File: src/rtl/addsub_arb_pkg.sv
// Shared constants for the add/subtract arbiter slice.
//   state_t : arbiter FSM state encoding (IDLE, EXEC, RESP)
//   OP_ADD / OP_SUB : operation select encoding used on reqX_op
package addsub_arb_pkg;

   typedef enum logic [1:0] {
      S_IDLE = 2'd0,
      S_EXEC = 2'd1,
      S_RESP = 2'd2
   } state_t;

   localparam logic OP_ADD = 1'b0;
   localparam logic OP_SUB = 1'b1;

endpackage

File: src/rtl/addsub_nbit.sv
// Combinational signed adder/subtractor with one bit of growth.
//   a, b   : n-bit two's-complement operands
//   op     : OP_ADD -> a+b, OP_SUB -> a-b
//   result : n+1-bit signed result; cannot overflow
module addsub_nbit
   import addsub_arb_pkg::*;
#(
   parameter int n = 8
) (
   input  logic [n-1:0] a,
   input  logic [n-1:0] b,
   input  logic         op,
   output logic [n:0]   result
);

   logic signed [n:0] a_ext;
   logic signed [n:0] b_ext;

   // Sign-extend first so the extra bit absorbs any carry/borrow.
   assign a_ext  = signed'({a[n-1], a});
   assign b_ext  = signed'({b[n-1], b});
   assign result = (op == OP_SUB) ? (a_ext - b_ext) : (a_ext + b_ext);

endmodule

File: src/rtl/addsub_arb.sv
// Two-requester round-robin arbiter in front of a shared add/subtract unit.
// One operation is in flight at a time: IDLE accepts, EXEC computes and
// registers the result, RESP presents it until the consumer takes it.
//   clk, rst_n             : clock, asynchronous active-low reset
//   reqX_valid/ready       : requester handshake (ready only in IDLE)
//   reqX_a, reqX_b, reqX_op: operands and operation (0 add, 1 subtract)
//   res_valid/ready        : result handshake
//   res_data, res_id       : n+1-bit signed result and its requester index
//   busy                   : high whenever the FSM is not in IDLE
module addsub_arb
   import addsub_arb_pkg::*;
#(
   parameter int n = 8
) (
   input  logic         clk,
   input  logic         rst_n,
   input  logic         req0_valid,
   input  logic         req1_valid,
   output logic         req0_ready,
   output logic         req1_ready,
   input  logic [n-1:0] req0_a,
   input  logic [n-1:0] req0_b,
   input  logic [n-1:0] req1_a,
   input  logic [n-1:0] req1_b,
   input  logic         req0_op,
   input  logic         req1_op,
   output logic         res_valid,
   input  logic         res_ready,
   output logic [n:0]   res_data,
   output logic         res_id,
   output logic         busy
);

   state_t       state;
   state_t       state_nxt;
   logic         rr;
   logic         gnt_v;
   logic         gnt_id;
   logic [n-1:0] a_q;
   logic [n-1:0] b_q;
   logic         op_q;
   logic         id_q;
   logic [n:0]   sum;

   // Next state, grant and ready decode
   always_comb begin
      state_nxt  = state;
      gnt_v      = 1'b0;
      gnt_id     = 1'b0;
      req0_ready = 1'b0;
      req1_ready = 1'b0;
      case (state)
         S_IDLE: begin
            if (req0_valid || req1_valid) begin
               gnt_v = 1'b1;
               // A lone request wins outright; contention goes to rr.
               gnt_id     = (req0_valid && req1_valid) ? rr : req1_valid;
               req0_ready = ~gnt_id;
               req1_ready = gnt_id;
               state_nxt  = S_EXEC;
            end
         end
         S_EXEC:  state_nxt = S_RESP;
         S_RESP:  if (res_ready) state_nxt = S_IDLE;
         default: state_nxt = S_IDLE;
      endcase
   end

   // State, pointer and operand capture
   always_ff @(posedge clk or negedge rst_n) begin
      if (!rst_n) begin
         state <= S_IDLE;
         rr    <= 1'b0;
         a_q   <= '0;
         b_q   <= '0;
         op_q  <= 1'b0;
         id_q  <= 1'b0;
      end else begin
         state <= state_nxt;
         if (gnt_v) begin
            rr   <= ~gnt_id;
            a_q  <= gnt_id ? req1_a  : req0_a;
            b_q  <= gnt_id ? req1_b  : req0_b;
            op_q <= gnt_id ? req1_op : req0_op;
            id_q <= gnt_id;
         end
      end
   end

   addsub_nbit #(.n(n)) u_addsub (
      .a      (a_q),
      .b      (b_q),
      .op     (op_q),
      .result (sum)
   );

   // Result register: loaded only in EXEC, so it holds steady through RESP.
   always_ff @(posedge clk or negedge rst_n) begin
      if (!rst_n) begin
         res_data <= '0;
         res_id   <= 1'b0;
      end else if (state == S_EXEC) begin
         res_data <= sum;
         res_id   <= id_q;
      end
   end

   assign res_valid = (state == S_RESP);
   assign busy      = (state != S_IDLE);

endmodule

File: config.mk
export PLATFORM = sky130hd
export DESIGN_NAME = addsub_arb
export DESIGN_NICKNAME = d
export VERILOG_FILES = /design/src/rtl/addsub_arb_pkg.sv /design/src/rtl/addsub_nbit.sv /design/src/rtl/addsub_arb.sv
export SDC_FILE = /design/constraint.sdc
export NUM_CORES = 1
export LEC_CHECK = 0
export ABC_AREA = 1
export BUFFER_PORTS_ARGS = -buffer_cell sky130_fd_sc_hd__buf_2
export CORE_ASPECT_RATIO = 0.5
export CORE_MARGIN = 4
export CORE_UTILIZATION = 30
export DETAILED_ROUTE_END_ITERATION = 10
export GPL_TIMING_DRIVEN = 1
export PLACE_DENSITY_LB_ADDON = 0.08
export RECOVER_POWER = 100
export SLEW_MARGIN = 10
export SYNTH_ARGS = -nofsm -noshare
export SYNTH_HDL_FRONTEND = slang
export SYNTH_SLANG_ARGS = --single-unit
File: constraint.sdc
create_clock -name clk -period 1.98 [get_ports clk]
set_input_delay 0.198 -clock clk [delete_from_list [all_inputs] [get_ports clk]]
set_output_delay 0.198 -clock clk [all_outputs]
set_load 0.005 [all_outputs]
==> flow_metrics.tcl, run 1 <==
set metrics [dict create \
    status "complete, but fails checks" \
    violations "max-capacitance violations, max-slew violations, negative setup slack" \
    min_period_ns 2.214 \
    ys_top_cells_by_area "dfrtp_1 39%, nand2_1 9.6%, o21ai_0 6.3%, inv_1 5.9%, ha_1 5.7%" \
    n_antenna_cell 0 \
    port_buffers 52 \
    first_pass_iters 4 \
    ys_warn_count 0 \
    relSlewSlack_pct -13.31 \
    yosysTopAreaCellShare_pct 39.04 \
    synth.distinct_cells 31 \
    cp_data_required_time_ns 2.15 \
    die_w_microns 123.1 \
    crit_start "b_q[1]" \
    grt_pass1_wl_microns 8638 \
    crit_type "reg -> reg" \
    vias 1861 \
    detail-route-antenna-nets 0 \
    wl_per_cell_microns 12.44 \
    dieArea_sq_um 8068 \
    finalWirelength_microns 5324 \
    drt-initial-drc-count 60 \
    finish.net_count 388 \
    ys.flop_type "dfrtp_1" \
    dp_hpwl_microns 3975 \
    r2r_start "b_q[1]" \
    num_rows 20 \
    grt.overflow.total 0 \
    yosysSeqAreaShare_pct 39.04 \
    max_freq_mhz 451.8 \
    async_reset_ff_share_pct 100.0 \
    cts_buffer_depth 2 \
    r2r_end "res_data[8]" \
    yosys.area.top_type "dfrtp_1" \
    clk_latency_ns 0.28 \
    grt_use_total_pct 13.76 \
    cts_inserted_buffers 5 \
    synth_edf_count 0 \
    seqCellArea_sq_um 775.7 \
    critical_path.max_fanout 3 \
    ios 53 \
    period_share_pct 111.8 \
    fillers 619 \
    crit_path_start_kind "flop" \
    endpoint "res_data[8]" \
    place_ws_ns -0.2919 \
    vias_per_cell 4.348 \
    cts_sinks 31 \
    cts_tree "done" \
    drive_gt1_share_pct 43.24 \
    path_clk_slew_ns 0.06 \
    min_path_type "in -> reg" \
    end_kind "flop" \
    grt_max_degree 32 \
    area_delta_synth_final_pct 49.31 \
    setup_ws_ns -0.2335 \
    hold_viol_final 0 \
    hold_buffers 0 \
    tightest_slew_ns 1.700 \
    gp_congestion 0.7862 \
    max-cap-violations 1 \
    multiInputGateArea_sq_um 1232 \
    grt_pass1_vias 1868 \
    synth.net_count 294 \
    cp_data_arrival_time_ns 2.38 \
    syn_inst 245 \
    ys_ff_latch 31 \
    syn_area_sq_um 1987 \
    yosysMostFrequentCell "nand2_1" \
    htreeDepth 2 \
    rsz0062_at_grt "yes" \
    cts_root_buf "clkbuf_16" \
    avgSynthCellArea_sq_um 8.110 \
    rr_worst_depth 14 \
    maxSlewViolCount 32 \
    finalSetupViolations 5 \
    regToRegSetupSlack_ns -0.23 \
    drcViolationCount 0 \
    skew_ns 0.002116 \
    antenna_found_initial 0 \
    initial_core_util_pct 31.89 \
    synth_common_cells "51 x nand2_1, 31 x dfrtp_1, 31 x inv_1, 30 x nor2_1, 25 x o21ai_0" \
    core_area_sq_um 6231 \
    die_y_microns 65.55 \
]
stage by stage:
stage               std cells  setup TNS [ns]  hold WS, ns  utilization [%]  cell area [sq um]
floorplan                 245        -0.01915     -0.09759                -               2041
global placement          408         -0.8860       0.3031            41.04               2557
detailed placement        408         -0.9876       0.2993            41.04               2557
CTS                       421         -0.4685     0.004760            45.30               2823
global route              428          -1.869       0.1655            47.61               2967
finish                    428         -0.7445       0.1622            47.61               2967
placed cells by master, fill, tap and decap left out, types with 9 or more instances in the layout:
cell type  instances
nand2_1           44
buf_2             42
buf_4             35
dfrtp_1           31
nor2_1            26
inv_1             25
o21ai_0           19
o21ai_1           11
clkbuf_1          11
o22ai_2            9
worst min-delay path by stage:
stage,start,endpoint,cells past startpoint
after floorplan,rst_n,a_q[0],0
after global placement,rst_n,res_data[7],1
after detailed placement,rst_n,res_data[7],1
after CTS,rst_n,res_data[1],1
after global routing,req1_b[2],b_q[2],3
final,res_ready,state[1],4
per-layer routing:
layer	part of all wire [%]	track usage [%]
met1	52	20.17
met4	0.98	3.724
met5	0	0
met2	42	20.05
met3	4.4	3.353
flip-flops by register name (all words and copies together) (netlist names):
name	cells
state	2
op_q	1
res_id	1
b_q	8
id_q	1
a_q	8
res_data	9
rr	1
cell families (layout without fill, tap and decap cells):
| logic type | after synthesis | count (layout) | share of synthesized area [%] |
|---|---|---|---|
| adder cells (fa/ha/maj) | 10 | 10 | 6.675 |
| AO/OA/AOI/OAI | 63 | 63 | 21.54 |
| flip-flops | 31 | 31 | 39.04 |
| buffers and inverters | 40 | 135 | 10.45 |
| AND/OR/NAND/NOR | 95 | 95 | 19.65 |
| XOR/XNOR | 6 | 6 | 2.645 |
repair_timing:
action | CTS | global route
setup endpoints to repair | 6 | 7
buffers inserted | 7 | 8
pin swaps | 19 | 34
resized for setup | 18 | 35
worst max-delay path, cell delays in order (launching register included):
cell and delay [ns]:
dfrtp_1 0.39, inv_2 0.10, buf_6 0.10, nand4_1 0.15, o31ai_2 0.26, xor2_1 0.18
ha_1 0.29, nand2_2 0.13, inv_2 0.04, nand2_1 0.07, nand2_1 0.06, a21oi_2 0.11
nand3_1 0.10, nand3_2 0.08, nand2_2 0.04
cell type report:
class | instances | share of cell area (%)
inverters | 33 | 4.302
repair buffers | 94 | 19.40
clock inverters | 3 | 0.6748
multi-input cells | 174 | 41.54
well taps | 88 | 3.712
clock buffers | 5 | 4.218
flip-flops and latches | 31 | 26.15
Power of run 1 is not shown: default switching activity piles up to over one toggle a cycle in this logic, so the estimate is an artifact.
==> run 2, diff against run 1 <==
--- a/config.mk
+++ b/config.mk
@@ -6,7 +6,7 @@
 export NUM_CORES = 1
 export LEC_CHECK = 0
 export ABC_AREA = 1
-export BUFFER_PORTS_ARGS = -buffer_cell sky130_fd_sc_hd__buf_2
+export BUFFER_PORTS_ARGS = -buffer_cell sky130_fd_sc_hd__clkbuf_2
 export CORE_ASPECT_RATIO = 0.5
 export CORE_MARGIN = 4
 export CORE_UTILIZATION = 30
@@ -14,7 +14,9 @@
 export GPL_TIMING_DRIVEN = 1
 export PLACE_DENSITY_LB_ADDON = 0.08
 export RECOVER_POWER = 100
+export SKIP_LAST_GASP = 1
 export SLEW_MARGIN = 10
 export SYNTH_ARGS = -nofsm -noshare
 export SYNTH_HDL_FRONTEND = slang
+export SYNTH_HIERARCHICAL = 1
 export SYNTH_SLANG_ARGS = --single-unit
==> flow_metrics.tcl, run 2 <==
set metrics [dict create \
    status "complete, but fails checks" \
    violations "max-capacitance violations, max-slew violations, negative setup slack" \
    grt.overflow.total 0 \
    relSlewSlack_pct -10.77 \
    cts_root_buf "clkbuf_16" \
    die_y_microns 67.42 \
    yosysSeqAreaShare_pct 36.62 \
    powerDensity_nw_per_um2 2309 \
    initial_core_util_pct 31.25 \
    ys_ff_latch 31 \
    ys_warn_count 6 \
    cts_inserted_buffers 5 \
    grt_max_degree 32 \
    p_leak_nw 1.662 \
    synth_mux_area_share_pct 0 \
    finish.net_count 429 \
    drcViolationCount 0 \
    critPathMaxStageDelay_ns 0.38 \
    area_delta_synth_final_pct 38.33 \
    min_path_type "in -> reg" \
    synth.net_count 356 \
    tightest_slew_ns 1.662 \
    dieArea_sq_um 8551 \
    vias 2025 \
    synthSimpleGateAreaFrac_pct 36.68 \
    critical_path.max_fanout 4 \
    rsz0062_at_grt "yes" \
    place_ws_ns -0.2818 \
    syn_area_sq_um 2118 \
    cp_top_family "simple AND/OR/NAND/NOR gates" \
    synth_common_cells "122 x nand2_1, 44 x inv_1, 39 x nand3_1, 31 x dfrtp_1" \
    dp_hpwl_microns 4228 \
    finalWirelength_microns 5442 \
    first_pass_iters 4 \
    stdcell_area_sq_um 2930 \
    num_rows 21 \
    port_buffers 52 \
    clk_latency_ns 0.27 \
    grt_pass1_vias 2060 \
    ios 53 \
    synth_top_family_by_area "simple AND/OR/NAND/NOR gates" \
    async_reset_ff_share_pct 100.0 \
    ys.flop_type "dfrtp_1" \
    min_period_ns 2.161 \
    syn_inst 307 \
    path_clk_slew_ns 0.05 \
    cts_buffer_depth 2 \
    cp_data_required_time_ns 2.19 \
    htreeDepth 2 \
    antenna_found_initial 0 \
    yosys.area.top_type "dfrtp_1" \
    yosysTopAreaCellShare_pct 36.62 \
    period_share_pct 109.1 \
    crit_chain "inv_2, ha_4, nand2_4, nor2_4, nor2_4, nor2_2, xnor2_1, inv_1, ha_4, nand2_4, nor2_4, nand2_2, nand2_2, nand3_2, nand2_2, nand3_2, nand2_1" \
    cts_tree "done" \
    final_common_cell "nand2_1" \
    setup_ws_ns -0.1809 \
    synth_edf_count 0 \
    detail-route-antenna-nets 0 \
    synth.distinct_cells 28 \
    core_area_sq_um 6779 \
    layout_common_cells "117 x nand2_1, 45 x clkbuf_2, 38 x inv_1, 34 x nand3_1, 30 x dfrtp_1" \
    synth_xor_area_share_pct 3.308 \
    vias_per_cell 4.281 \
    ys_top_cells_by_area "dfrtp_1 37%, nand2_1 22%, nand3_1 9.2%, inv_1 7.8%, ha_1 5.3%" \
    cp_data_arrival_time_ns 2.37 \
    crit_path_start_kind "flop" \
    irDropWorstVdd_v 0.0005918 \
    hold_viol_final 0 \
    drive_gt1_share_pct 33.33 \
    avgSynthCellArea_sq_um 6.900 \
    cpMaxStageDelayCell "dfrtp_1" \
    end_kind "flop" \
    die_w_microns 126.8 \
    maxSlewViolCount 32 \
    synth_fa_ha_area_share_pct 6.261 \
    yosysMostFrequentCell "nand2_1" \
    fin_util_pct 43.23 \
    max_freq_mhz 462.8 \
    max-cap-violations 1 \
    drt-initial-drc-count 60 \
    reg.largest.list "res_data x9, a_q x8, b_q x8" \
    dpl_cell_area_sq_um 2606 \
    largest_register_ffs 9 \
    finalSetupViolations 6 \
    tns_ns -0.6085 \
    n_antenna_cell 0 \
    cts_sinks 31 \
    skew_ns 0.002193 \
    wl_per_cell_microns 11.51 \
    grt_pass1_wl_microns 9487 \
    whs_ns 0.1288 \
    synth_compound_area_share_pct 5.848 \
    top_register "res_data" \
    grt_use_total_pct 13.92 \
    crit_type "reg -> reg" \
    gp_congestion 0.7475 \
    critPathBufInv 2 \
]
==> run 2: changes by cell type after synthesis, moves of 3 or more <==
cell,previous run,this run
a21oi_2,0,3
inv_1,31,44
inv_2,1,6
nand2_1,51,122
nand2_2,0,4
nand3_1,10,39
nor2_1,30,9
o21ai_0,25,2
o21ai_1,8,3
o21bai_1,4,1
o22ai_2,9,0
==> run 2: kinds of logic after synthesis <==
family / count (synthesis)
AOI/OAI and AO/OA: 20
DFF: 31
buffers and inverters: 58
and+or+nand+nor: 180
xor gates and xnor gates: 8
adders and majority gates: 10
==> run 2: per-stage QoR <==
| step | std cells | power (mW) |
|---|---|---|
| final | 473 | 6.765 |
| after CTS | 471 | 6.419 |
| after floorplan | 307 | 3.980 |
| after global placement | 461 | 5.192 |
| after global routing | 473 | 7.558 |
| after detailed placement | 461 | 5.213 |
==> run 2: cell type report <==
type                       instances  area, sq um
tap                               92        115.1
timing repair buffer              74        420.4
fill                             718         3849
clock buffer                       8        156.4
multi-input combinational        218         1274
sequential                        31        777.0
inverter                          50        187.7
==> run 2: per-layer routing <==
metal | vias up | part of all wire, % | GRT usage (%)
li1 | 1091 | - | -
met1 | 886 | 54 | 20.02
met2 | 43 | 39 | 20.79
met3 | 5 | 6.3 | 3.318
met4 | 0 | 0.94 | 4.144
met5 | - | 0 | 0
==> run 2: final timing paths <==
check | start | slack [ns] | cells after the start | to
setup / recovery | b_q[0] | -0.18 | 17 | res_data[8]
hold / removal | res_ready | 0.13 | 2 | state[1]
setup reg to reg | b_q[0] | -0.18 | 17 | res_data[8]
hold reg to reg | res_data[3] | 0.47 | 2 | res_data[3]
max in group asynchronous | rst_n | 0.55 | 1 | op_q
min in group asynchronous | rst_n | 0.35 | 1 | rr
==> run 2: where the power goes <==
group          leakage, nW  switching, mW  internal, mW
logic                 1.21           2.59          2.14
clock network       0.0772          0.249         0.534
registers            0.376          0.284         0.967
total                 1.66           3.13          3.64
==> run 2: repair_timing <==
| action | in CTS | in global routing |
|---|---|---|
| hold endpoints to repair | 0 | 0 |
| setup endpoints to repair | 6 | 6 |
| resized for setup | 21 | 20 |
| setup buffers | 2 | 2 |
| gates cloned | 0 | 0 |
| hold buffers | 0 | 0 |
| pin swaps | 19 | 19 |
==> run 2: worst reg2reg max path, delay by kind of cell, from the launching register on <==
| kind | cells | cell delay [ns] |
|---|---|---|
| XOR/XNOR | 1 | 0.12 |
| adder cells (fa/ha/maj) | 2 | 0.46 |
| buffers and inverters | 2 | 0.19 |
| flip-flops | 1 | 0.38 |
| AND/OR/NAND/NOR | 12 | 0.96 |
Note: power is estimated with default switching activity, not from simulation.
==> run 3, diff against run 2 <==
--- a/config.mk
+++ b/config.mk
@@ -9,7 +9,7 @@
 export BUFFER_PORTS_ARGS = -buffer_cell sky130_fd_sc_hd__clkbuf_2
 export CORE_ASPECT_RATIO = 0.5
 export CORE_MARGIN = 4
-export CORE_UTILIZATION = 30
+export CORE_UTILIZATION = 53
 export DETAILED_ROUTE_END_ITERATION = 10
 export GPL_TIMING_DRIVEN = 1
 export PLACE_DENSITY_LB_ADDON = 0.08
==> constraint.sdc (replaced) <==
create_clock -name clk -period 2.15 [get_ports clk]
set_input_delay 0.215 -clock clk [delete_from_list [all_inputs] [get_ports clk]]
set_output_delay 0.215 -clock clk [all_outputs]
set_load 0.005 [all_outputs]
==> flow_metrics.tcl, run 3 (synthesis results as in run 2) <==
set metrics [dict create \
    status "complete, but fails checks" \
    violations "max-capacitance violations, max-slew violations, negative setup slack" \
    grt_use_total_pct 22.12 \
    top_register "res_data" \
    drcViolationCount 0 \
    dieArea_sq_um 5134 \
    finalWirelength_microns 5477 \
    die_y_microns 52.71 \
    grt_pass1_wl_microns 8928 \
    drt-initial-drc-count 122 \
    setup_ws_ns -0.06862 \
    tightest_slew_ns 1.662 \
    port_buffers 52 \
    min_period_ns 2.219 \
    core_area_sq_um 3641 \
    dp_hpwl_microns 3714 \
    path_clk_slew_ns 0.06 \
    crit_path_start_kind "flop" \
    first_pass_iters 4 \
    reg.largest.list "res_data x9, a_q x8, b_q x8" \
    skew_ns 0.005299 \
    cts_inserted_buffers 5 \
    max_freq_mhz 450.7 \
    die_w_microns 97.41 \
    hold_viol_final 0 \
    crit_type "reg -> reg" \
    layout_common_cells "119 x nand2_1, 43 x clkbuf_2, 39 x inv_1, 36 x nand3_1, 30 x dfrtp_1" \
    cp_top_family "simple AND/OR/NAND/NOR gates" \
    critPathBufInv 3 \
    cts_sinks 31 \
    cts_buffer_depth 2 \
    htreeDepth 2 \
    finish.net_count 425 \
    relSlewSlack_pct -10.78 \
    num_rows 15 \
    final_common_cell "nand2_1" \
    cp_data_arrival_time_ns 2.44 \
    cpMaxStageDelayCell "dfrtp_1" \
    maxSlewViolCount 32 \
    max-cap-violations 1 \
    critical_path.max_fanout 4 \
    wl_per_cell_microns 12.83 \
    largest_register_ffs 9 \
    n_antenna_cell 0 \
    finalSetupViolations 2 \
    crit_chain "inv_2, ha_4, nand2_4, nor2_4, nor2_4, nor2_2, xnor2_1, inv_1, ha_4, nand2_4, inv_2, nand2_2, nand3_2, a21oi_2, nand3_1, nand2_1, nand3_1, nand2_1" \
    vias_per_cell 5.019 \
    grt.overflow.total 0 \
    cts_tree "done" \
    rsz0062_at_grt "yes" \
    antenna_found_initial 0 \
    end_kind "flop" \
    clk_latency_ns 0.29 \
    period_share_pct 103.2 \
    cts_root_buf "clkbuf_8" \
    detail-route-antenna-nets 0 \
    grt_max_degree 32 \
    gp_congestion 0.8951 \
    grt_pass1_vias 1971 \
    min_path_type "in -> reg" \
    vias 2143 \
    drive_gt1_share_pct 30.59 \
    final_cells 427 \
    critPathMaxStageDelay_ns 0.39 \
    placed_cells_incl_taps 409 \
    cp_data_required_time_ns 2.37 \
    area_delta_synth_final_pct 30.60 \
    ios 53 \
    initial_core_util_pct 58.18 \
]
## run 3: layout make-up
cell class | instances | area [sq um]
Tap cell | 51 | 63.81
Multi-Input combinational cell | 218 | 1262
Sequential cell | 31 | 777.0
Clock inverter | 1 | 5.005
Clock buffer | 6 | 82.58
Inverter | 50 | 187.7
Timing Repair Buffer | 70 | 387.9
Fill cell | 282 | 874.6
## run 3: worst paths after layout
| check | depth (start not counted) | end | from | slack [ns] |
|---|---|---|---|---|
| setup / recovery | 18 | res_data[8] | b_q[1] | -0.07 |
| hold / removal | 2 | state[1] | res_ready | 0.12 |
| setup reg to reg | 18 | res_data[8] | b_q[1] | -0.07 |
| hold reg to reg | 2 | res_data[4] | res_data[4] | 0.47 |
| max in group asynchronous | 1 | op_q | rst_n | 0.71 |
| min in group asynchronous | 1 | res_id | rst_n | 0.34 |
## run 3: per-layer routing
layer / wire, microns / vias up / global-route usage, %
li1: - / 1081 / -
met1: 2543 / 974 / 28.57
met2: 2441 / 73 / 36.17
met3: 375 / 15 / 6.640
met4: 115 / 0 / 6.897
met5: 0 / - / 0
## run 3: per-stage QoR
step | setup slack (ns) | area, sq um | setup TNS (ns) | util, % | hold slack (ns)
finish | -0.06862 | 2766 | -0.1074 | 75.98 | 0.1216
global placement | -0.01711 | 2444 | -0.01711 | 67.11 | 0.3081
global route | -0.2388 | 2766 | -0.7377 | 75.98 | 0.1223
CTS | -0.02034 | 2656 | -0.03374 | 72.96 | 0.002736
floorplan | 0.05713 | 2118 | 0 | - | -0.08059
detailed placement | -0.1563 | 2444 | -0.3670 | 67.11 | 0.3117
## run 3: timing repair
item | in CTS | in global routing
hold buffers | 0 | 0
buffers inserted | 7 | 4
setup endpoints to repair | 4 | 5
gates resized for setup | 17 | 26
pin swaps | 13 | 24
Power of run 3 is left out for the same reason.
